## src/rtl/id_ex_pipe_reg.sv

```systemverilog
// rtl/id_ex_pipe_reg.sv - ID/EX pipeline register with load-use bubble insertion, hold and flush
// Optional bubble counter enabled by defining ID_EX_PERF_CNT_EN.
module id_ex_pipe_reg #(
   parameter int DATA_W  = 32,
   parameter int ADDR_W  = 5,
   parameter int ALUOP_W = 8,
   parameter int CNT_W   = 16
) (
   input  logic               clk,
   input  logic               rst_n,
   input  logic               id_valid,
   input  logic [DATA_W-1:0]  id_pc,
   input  logic [ALUOP_W-1:0] id_aluop,
   input  logic               id_read_en_1,
   input  logic               id_read_en_2,
   input  logic [ADDR_W-1:0]  id_read_addr_1,
   input  logic [ADDR_W-1:0]  id_read_addr_2,
   input  logic [DATA_W-1:0]  id_operand_1,
   input  logic [DATA_W-1:0]  id_operand_2,
   input  logic [DATA_W-1:0]  id_imm,
   input  logic               id_wreg_en,
   input  logic [ADDR_W-1:0]  id_wreg_addr,
   input  logic               id_is_load,
   input  logic               flush,
   input  logic               ex_stall,
   output logic               ex_valid,
   output logic [DATA_W-1:0]  ex_pc,
   output logic [ALUOP_W-1:0] ex_aluop,
   output logic [DATA_W-1:0]  ex_operand_1,
   output logic [DATA_W-1:0]  ex_operand_2,
   output logic [DATA_W-1:0]  ex_imm,
   output logic               ex_wreg_en,
   output logic [ADDR_W-1:0]  ex_wreg_addr,
   output logic               ex_is_load,
   output logic               id_stall_req,
   output logic [CNT_W-1:0]   bubble_cnt
);

   logic               valid_q,   valid_d;
   logic [DATA_W-1:0]  pc_q,      pc_d;
   logic [ALUOP_W-1:0] aluop_q,   aluop_d;
   logic [DATA_W-1:0]  op1_q,     op1_d;
   logic [DATA_W-1:0]  op2_q,     op2_d;
   logic [DATA_W-1:0]  imm_q,     imm_d;
   logic               wen_q,     wen_d;
   logic [ADDR_W-1:0]  waddr_q,   waddr_d;
   logic               is_load_q, is_load_d;

   logic load_use;
   logic bubble_ins;

   // A load in EX whose result ID needs cannot be forwarded until it reaches MEM.
   always_comb begin
      load_use = valid_q && is_load_q && wen_q && (waddr_q != '0) && id_valid &&
                 ((id_read_en_1 && (id_read_addr_1 == waddr_q)) ||
                  (id_read_en_2 && (id_read_addr_2 == waddr_q)));
   end

   assign id_stall_req = (ex_stall || load_use) && !flush;
   assign bubble_ins   = !flush && !ex_stall && load_use;

   always_comb begin
      valid_d   = valid_q;
      pc_d      = pc_q;
      aluop_d   = aluop_q;
      op1_d     = op1_q;
      op2_d     = op2_q;
      imm_d     = imm_q;
      wen_d     = wen_q;
      waddr_d   = waddr_q;
      is_load_d = is_load_q;
      if (flush || (!ex_stall && load_use)) begin
         valid_d   = 1'b0;
         pc_d      = '0;
         aluop_d   = '0;
         op1_d     = '0;
         op2_d     = '0;
         imm_d     = '0;
         wen_d     = 1'b0;
         waddr_d   = '0;
         is_load_d = 1'b0;
      end else if (!ex_stall) begin
         valid_d   = id_valid;
         pc_d      = id_pc;
         aluop_d   = id_aluop;
         op1_d     = id_operand_1;
         op2_d     = id_operand_2;
         imm_d     = id_imm;
         // Invalid slots must never look like a writer to the forwarding logic.
         wen_d     = id_wreg_en && id_valid;
         waddr_d   = id_wreg_addr;
         is_load_d = id_is_load && id_valid;
      end
   end

   always_ff @(posedge clk) begin
      if (!rst_n) begin
         valid_q   <= 1'b0;
         pc_q      <= '0;
         aluop_q   <= '0;
         op1_q     <= '0;
         op2_q     <= '0;
         imm_q     <= '0;
         wen_q     <= 1'b0;
         waddr_q   <= '0;
         is_load_q <= 1'b0;
      end else begin
         valid_q   <= valid_d;
         pc_q      <= pc_d;
         aluop_q   <= aluop_d;
         op1_q     <= op1_d;
         op2_q     <= op2_d;
         imm_q     <= imm_d;
         wen_q     <= wen_d;
         waddr_q   <= waddr_d;
         is_load_q <= is_load_d;
      end
   end

`ifdef ID_EX_PERF_CNT_EN
   logic [CNT_W-1:0] cnt_q, cnt_d;

   always_comb begin
      cnt_d = cnt_q;
      if (bubble_ins && (cnt_q != '1)) begin
         cnt_d = cnt_q + CNT_W'(1);
      end
   end

   always_ff @(posedge clk) begin
      if (!rst_n) begin
         cnt_q <= '0;
      end else begin
         cnt_q <= cnt_d;
      end
   end

   assign bubble_cnt = cnt_q;
`else
   logic unused_bubble;
   assign unused_bubble = bubble_ins;
   assign bubble_cnt    = '0;
`endif

   assign ex_valid     = valid_q;
   assign ex_pc        = pc_q;
   assign ex_aluop     = aluop_q;
   assign ex_operand_1 = op1_q;
   assign ex_operand_2 = op2_q;
   assign ex_imm       = imm_q;
   assign ex_wreg_en   = wen_q;
   assign ex_wreg_addr = waddr_q;
   assign ex_is_load   = is_load_q;

endmodule

```

## config.mk

```make
export PLATFORM = sky130hd
export DESIGN_NAME = id_ex_pipe_reg
export DESIGN_NICKNAME = d
export VERILOG_FILES = /design/src/rtl/id_ex_pipe_reg.sv
export SDC_FILE = /design/constraint.sdc
export NUM_CORES = 1
export LEC_CHECK = 0
export ABC_CLOCK_PERIOD_IN_PS = 2000
export CAP_MARGIN = 40
export CORE_ASPECT_RATIO = 0.75
export CORE_MARGIN = 2
export CORE_UTILIZATION = 40
export DETAILED_ROUTE_END_ITERATION = 8
export GPL_TIMING_DRIVEN = 0
export PLACE_DENSITY = 0.84
export SYNTH_ARGS = -nofsm -noshare
export SYNTH_HDL_FRONTEND = slang
export SYNTH_SLANG_ARGS = --single-unit
```

## constraint.sdc

```tcl
create_clock -name clk -period 2 [get_ports clk]
set_input_delay 0.4 -clock clk [delete_from_list [all_inputs] [get_ports clk]]
set_output_delay 0.4 -clock clk [all_outputs]
set_load 0.01 [all_outputs]
```

# --- Word level (Yosys, flattened, before mapping) ---
# Index checks and enable logic that the tools add are counted.
totals:
  register_bits: 144
  input_bits: 160
  output_inout_bits: 161
  wordCells: 30
classes:
  n_eq_ne: 2
  bitwise: 1
  reduce_logical: 18
op_table:
  columns: ["operator", "n"]
  rows:
  - ["logical AND 1 bit", 11]
  - ["== test 5 bit", 2]
  - ["nonzero test 5 bit", 1]
  - ["logical OR 1 bit", 3]
  - ["logical NOT 1 bit", 2]
  - ["OR reduction 2 bit", 1]
  - ["inverter 1 bit", 1]

# --- Logic depth before layout (Yosys ltp) ---
# Gate-level depths: netlist of the first run.
depth:
  word_depth: 8
  ltp_mapped: 7

# --- Least setup slack after synthesis of the first run ---
# OpenSTA, ideal clock, no wires.
synth_timing:
  kind: "register -> output"
  start: "reg waddr_q[0] (netlist: ex_wreg_addr[0])"
  end: "out id_stall_req"
  t_arrival_ns: 1.580
  t_required_ns: 1.600
  setup_slack_ns: 0.020
  stages_incl_launch_ff: 6
  path_buffers: 1
  path_cell_list: "dfxtp_1 -> or4_1 -> o21ai_2 -> buf_6 -> nor2_1 -> a22o_1"
synth_via:
  elab_chain_len: 6
synth_rtl:
  columns: ["element", "line_no", "source"]
  rows:
  - ["start: declaration", "46", "logic [ADDR_W-1:0] waddr_q, waddr_d;"]
  - ["start signal: assignment", "115", "waddr_q <= waddr_d;"]
  - ["== test 5 bit, or another cell as far along", "55", "((id_read_en_1 && (id_read_addr_1 == waddr_q)) ||"]
  - ["logical AND 1 bit, on equally long branches", "55, 54, 56", null]
  - ["logical OR 1 bit / logical AND 1 bit (equally long branches)", "55, 54", null]
  - ["logical AND 1 bit (*)", "54", "load_use = valid_q && is_load_q && wen_q && (waddr_q != '0) && id_valid &&"]
  - ["logical OR 1 bit (*)", "59", "assign id_stall_req = (ex_stall || load_use) && !flush;"]
  - ["logical AND 1 bit (*)", "59", null]
  - ["end: declaration", "35", "output logic id_stall_req,"]
# Every way passes the cells marked *; elsewhere a longest branch is shown, timed or not.

# --- Final worst setup path of the first run ---
# Ends and elaborated chain as after synthesis.

==> results.sh, run 1 <==
export IMPL_run_status="complete, but fails checks"
export IMPL_violations="setup timing"
export IMPL_worst_slack_ns=-0.3031
export IMPL_skew_ns=0.01637
export IMPL_numPlacedInstances=1215
export IMPL_finalHoldViolCount=0
export IMPL_fin_cells=1253
export IMPL_cp_end_kind="primary output"
export IMPL_finalCriticalPeriod_ns=2.303
export IMPL_arrival_ns=1.90
export IMPL_synth_top_area_share_pct=47.64
export IMPL_dieWidth_um=146.0
export IMPL_leakage_nw=3.621
export IMPL_grt_ovfl_total=0
export IMPL_tightest_slew_ns=0.5186
export IMPL_setup_viol=1
export IMPL_port_buffers=304
export IMPL_pre_cts_ws_ns=-1.191
export IMPL_hold_buffers=0
export IMPL_synth_area_leaders="dfxtp_1 48%, a32oi_1 21%, o21ai_0 9.3%"
export IMPL_grt_antenna_before_repair=0
export IMPL_diodes=0
export IMPL_routed_wl_um=23040
export IMPL_io_pin_count=321
export IMPL_slowest_stage="or4_4"
export IMPL_rows=38
export IMPL_p_per_area_mw_per_mm2=768.3
export IMPL_setup_worst_path_start_class="flop"
export IMPL_synthCells=696
export IMPL_synth_seq_area_share_pct=47.64
export IMPL_crit_top_cell="buf_6"
export IMPL_vias_per_cell=5.607
export IMPL_layout_common_cells="302 x clkdlybuf4s50_1, 144 x nand2_1, 142 x a32oi_1"
export IMPL_die_y_um=110.5
export IMPL_final_common_cell="clkdlybuf4s50_1"
export IMPL_ir_worst_vdd_v=0.0005138
export IMPL_clk_path_buf_depth=2
export IMPL_layout_worst_path_cycle_share_pct=115.2
export IMPL_die_area_mm2=0.01614
export IMPL_crit_family="simple AND/OR/NAND/NOR gates"
export IMPL_ant_nets=0
export IMPL_vias=7026
export IMPL_grt_pass1_vias=6597
export IMPL_ys_ff_latch=144
export IMPL_tns_ns=-0.3031
export IMPL_crit_required_ns=1.60
export IMPL_ys_types=24
export IMPL_cts_buffers=17
export IMPL_rsz0062_at_grt="true"
export IMPL_route_detailed_drc=0
export IMPL_clock_latency_ns=0.41
export IMPL_critPathKind="flop to primary output"
export IMPL_drt_first_iter_violations=445
export IMPL_crit_start="ex_wreg_addr[0]"
export IMPL_slew_headroom_pct=65.43
export IMPL_worstPathCellList="or4_4 > o21ai_4 > buf_6 > nor2_2 > a22o_1 > buf_6"
export IMPL_htreeDepth=4
export IMPL_timing_rr_start="ex_wreg_addr[0]"
export IMPL_clkTransAtPathRegs_ns=0.06
export IMPL_drive_gt1_share_pct=11.78
export IMPL_final_nets=1200
export IMPL_crit_fanout=3
export IMPL_yosys_warnings=0
export IMPL_slew_viol_final=0
export IMPL_syn_to_final_growth_pct=68.38
export IMPL_drtPass1Iterations=5
export IMPL_whs_ns=0.3907
export IMPL_gp_congestion=0.8507
export IMPL_min_from="id_valid"
export IMPL_cts_tree="done"
export IMPL_grt_use_total_pct=27.07
export IMPL_start_util_pct=41.32
export IMPL_hp_class="primary input to flop"
export IMPL_cts_sinks=144
export IMPL_syn_area_mm2=0.006051
export IMPL_power_w=0.007828
export IMPL_synth_largest_area_cell="dfxtp_1"
export IMPL_syn_area_per_cell_um2=8.694
export IMPL_cap_viol_max_count=0
export IMPL_fmax_mhz=434.2
export IMPL_core_area_mm2=0.01464
export IMPL_dp_hpwl_um=16720
export IMPL_nFillCells=1176
export IMPL_grt_max_degree=17
export IMPL_wire_per_inst_um=18.39
export IMPL_root_buffer="clkbuf_16"
export IMPL_critical_path_buf_inv_count=2
export IMPL_grt_pass1_wl_um=35560
export IMPL_cpPeakStageDelay_ns=0.55
-- through the flow --
stage	util, %	instance area, µm²
after CTS	69.04	10110
final	69.57	10190
after floorplan	-	6107
after detailed placement	64.19	9400
after global routing	69.57	10190
after global placement	64.19	9400
-- sequential cells by signal, summed over array words and instances (netlist names) --
name / count
ex_wreg_addr: 5
ex_wreg_en: 1
ex_aluop: 8
ex_pc: 32
ex_operand_1: 32
ex_imm: 32
ex_operand_2: 32
ex_is_load: 1
ex_valid: 1
-- metal layers --
| layer | vias to the layer above | global-route usage (%) | share of wire (%) |
|---|---|---|---|
| met4 | 0 | 9.320 | 2.3 |
| met1 | 3333 | 35.22 | 41 |
| met3 | 42 | 8.182 | 8.9 |
| met5 | - | 0 | 0 |
| li1 | 3308 | - | - |
| met2 | 343 | 42.80 | 47 |
-- worst paths after layout --
path,end,slack (ns),depth (start not counted)
hold / removal,ex_valid,0.39,3
hold reg to reg,ex_operand_2[3],0.47,2
setup reg to reg,ex_pc[15],0.05,7
setup / recovery,id_stall_req,-0.30,6
-- cells by family after synthesis --
kind of cell    after synthesis  share of synthesized area (%)
simple gates                155                          10.07
xor+xnor                     10                          1.447
buf+inv                      95                          7.568
other cells                   1                        0.06198
flops                       144                          47.64
compound gates              291                          33.21
-- cells in the mapped netlist --
master	instances
a22o_1	1
a22oi_1	2
a32oi_1	142
and3_1	3
and4_1	1
buf_2	10
buf_4	21
buf_6	1
clkbuf_1	60
clkbuf_2	2
conb_1	1
dfxtp_1	144
inv_1	1
nand2_1	144
nand3_1	2
nand4_1	2
nor2_1	1
nor3b_1	1
o21ai_0	113
o21ai_1	31
o21ai_2	1
o22ai_2	1
or4_1	1
xnor2_1	10
-- timing repair --
item                                    4_1_cts  5_1_grt
endpoints found under the setup margin      145      142
setup buffers                                 5        3
resized for setup                            28       67
pin swaps                                     4        4
-- worst register-to-register path, stage by stage (launching register included) --
cell and delay [ns]:
dfxtp_4 0.34, or4_4 0.55, o21ai_4 0.16, buf_4 0.12
buf_4 0.17, buf_2 0.28, a32oi_1 0.14, o21ai_0 0.11
-- power by group --
group | leakage (nW) | internal, W | switching, W | total [W]
Combinational | 2.13 | 0.000745 | 0.000538 | 0.00128
Clock | 0.301 | 0.00213 | 0.00125 | 0.00339
Sequential | 1.19 | 0.00305 | 0.000110 | 0.00316
-- cell type report --
| cell class | instances | area, µm² | area share, % |
|---|---|---|---|
| Buffer | 92 | 509.2 | 4.998 |
| Clock buffer | 20 | 446.7 | 4.384 |
| Clock inverter | 12 | 180.2 | 1.768 |
| Inverter | 1 | 3.754 | 0.03684 |
| Multi-Input combinational cell | 472 | 2796 | 27.45 |
| Sequential cell | 144 | 2895 | 28.42 |
| Tap cell | 200 | 250.2 | 2.456 |
| Timing Repair Buffer | 312 | 3107 | 30.49 |
Power figures use the tool's default switching activity.
==> run 2: changes to the inputs <==
--- a/constraint.sdc
+++ b/constraint.sdc
@@ -3,2 +3,2 @@
 set_output_delay 0.4 -clock clk [all_outputs]
-set_load 0.01 [all_outputs]
+set_load 0.005 [all_outputs]
==> run 2 against run 1 <==
The run still ends with setup timing left. Sequential cell count unchanged. Non-clock buffer count decreased by 1. Via count decreased by 0.14%. Final cell count about the same. Sequential power about the same. Global-route usage decreased by 0.088 points. Hold slack got worse by 0.0020 ns. Critical endpoint unchanged. Largest power group unchanged.
==> results.sh, run 2 (synthesis results as in run 1) <==
export IMPL_diodes=0
export IMPL_vias_per_cell=5.604
export IMPL_rows=38
export IMPL_htreeDepth=4
export IMPL_syn_to_final_growth_pct=67.97
export IMPL_core_area_mm2=0.01464
export IMPL_grt_ovfl_total=0
export IMPL_skew_ns=0.01841
export IMPL_fmax_mhz=431.6
export IMPL_cts_buffers=17
export IMPL_numPlacedInstances=1215
export IMPL_setup_worst_path_start_class="flop"
export IMPL_cp_end_kind="primary output"
export IMPL_finalHoldViolCount=0
export IMPL_cts_sinks=144
export IMPL_place_area_mm2=0.009400
export IMPL_leakage_nw=3.598
export IMPL_slew_headroom_pct=64.38
export IMPL_violations="setup timing"
export IMPL_drive_gt1_share_pct=11.31
export IMPL_rr_worst_depth=7
export IMPL_wire_per_inst_um=18.38
export IMPL_clock_latency_ns=0.41
export IMPL_pre_cts_ws_ns=-1.157
export IMPL_run_status="complete, but fails checks"
export IMPL_dp_hpwl_um=16720
export IMPL_drt_first_iter_violations=427
export IMPL_final_cell_area_mm2=0.01016
export IMPL_slew_viol_final=0
export IMPL_min_delay_path_depth=3
export IMPL_ant_nets=0
export IMPL_tightest_slew_ns=0.5343
export IMPL_whs_endpoint="ex_valid"
export IMPL_clkTransAtPathRegs_ns=0.06
export IMPL_port_buffers=304
export IMPL_start_util_pct=41.32
export IMPL_worst_slack_ns=-0.3168
export IMPL_rsz0062_at_grt="true"
export IMPL_final_common_cell="clkdlybuf4s50_1"
export IMPL_routed_wl_um=23010
export IMPL_layout_worst_path_cycle_share_pct=115.8
export IMPL_grt_use_total_pct=26.98
export IMPL_crit_fanout=4
export IMPL_r2r_slack_ns=0.03
export IMPL_cap_viol_max_count=0
export IMPL_root_buffer="clkbuf_16"
export IMPL_finalCriticalPeriod_ns=2.317
export IMPL_nFillCells=1180
export IMPL_rr_endpoint="ex_pc[15]"
export IMPL_route_detailed_drc=0
export IMPL_timing_rr_start="ex_wreg_addr[0]"
export IMPL_hp_class="primary input to flop"
export IMPL_grt_antenna_before_repair=0
export IMPL_gp_congestion=0.8507
export IMPL_grt_pass1_vias=6576
export IMPL_fin_cells=1252
export IMPL_whs_ns=0.3886
export IMPL_arrival_ns=1.92
export IMPL_vias=7016
export IMPL_ir_worst_vdd_v=0.0005124
export IMPL_setup_viol=1
export IMPL_die_area_mm2=0.01614
export IMPL_p_per_area_mw_per_mm2=762.6
export IMPL_layout_common_cells="302 x clkdlybuf4s50_1, 144 x nand2_1, 142 x a32oi_1"
export IMPL_critPathKind="flop to primary output"
export IMPL_clk_path_buf_depth=2
export IMPL_grt_pass1_wl_um=35390
export IMPL_io_pin_count=321
export IMPL_min_from="id_valid"
export IMPL_crit_required_ns=1.60
export IMPL_drtPass1Iterations=5
export IMPL_grt_max_degree=17
export IMPL_final_nets=1199
export IMPL_die_y_um=110.5
export IMPL_cts_tree="done"
export IMPL_dieWidth_um=146.0
-- run 2: area by class of cell --
class / count / area (µm²) / area share, %
Buffer: 93 / 511.7 / 5.035
Clock buffer: 20 / 446.7 / 4.395
Clock inverter: 12 / 180.2 / 1.773
Inverter: 1 / 3.754 / 0.03693
Multi-Input combinational cell: 472 / 2789 / 27.44
Sequential cell: 144 / 2897 / 28.50
Tap cell: 200 / 250.2 / 2.462
Timing Repair Buffer: 310 / 3085 / 30.36
-- run 2: layer usage --
metal / track usage (%) / vias up / wire, µm / share of wire (%)
met2: 42.89 / 337 / 10860 / 47
met4: 8.867 / 0 / 479 / 2.1
met1: 35.09 / 3332 / 9673 / 42
met3: 8.140 / 41 / 1997 / 8.7
met5: 0 / - / 0 / 0
li1: - / 3306 / - / -
-- run 2: worst max-delay path: stages (launching register included) --
cell and delay [ns]:
dfxtp_4 0.36, or4_4 0.55, o21ai_4 0.16, buf_6 0.12, nor2_2 0.03, a22o_1 0.17
buf_2 0.14
-- run 2: worst max path at each step --
stage | startpoint | endpoint | depth (start not counted)
floorplan | ex_wreg_addr[0] | id_stall_req | 5
CTS | ex_wreg_addr[3] | id_stall_req | 6
global placement | id_read_addr_1[4] | id_stall_req | 7
detailed placement | id_read_addr_1[3] | id_stall_req | 7
finish | ex_wreg_addr[0] | id_stall_req | 6
global route | ex_wreg_addr[0] | id_stall_req | 6
-- run 2: what timing repair did --
item	4_1_cts	5_1_grt
buffers inserted	4	2
gates resized for setup	29	60
hold buffers	0	0
endpoints found under the hold margin	0	0
endpoints found under the setup margin	145	137
pin swaps	4	3
-- run 2: stage by stage --
stage               power (W)  TNS, ns  util (%)
floorplan            0.003545        0         -
CTS                  0.007770  -0.3681     68.98
detailed placement   0.004382  -105.76     64.19
global route         0.008043  -0.3652     69.40
global placement     0.004360  -102.55     64.19
finish               0.007751  -0.3168     69.40
-- run 2: power by group --
part	switching, W	total, W	internal [W]	leakage (nW)
Sequential	0.000110	0.00316	0.00305	1.19
Combinational	0.000461	0.00120	0.000737	2.11
Clock	0.00126	0.00339	0.00213	0.301
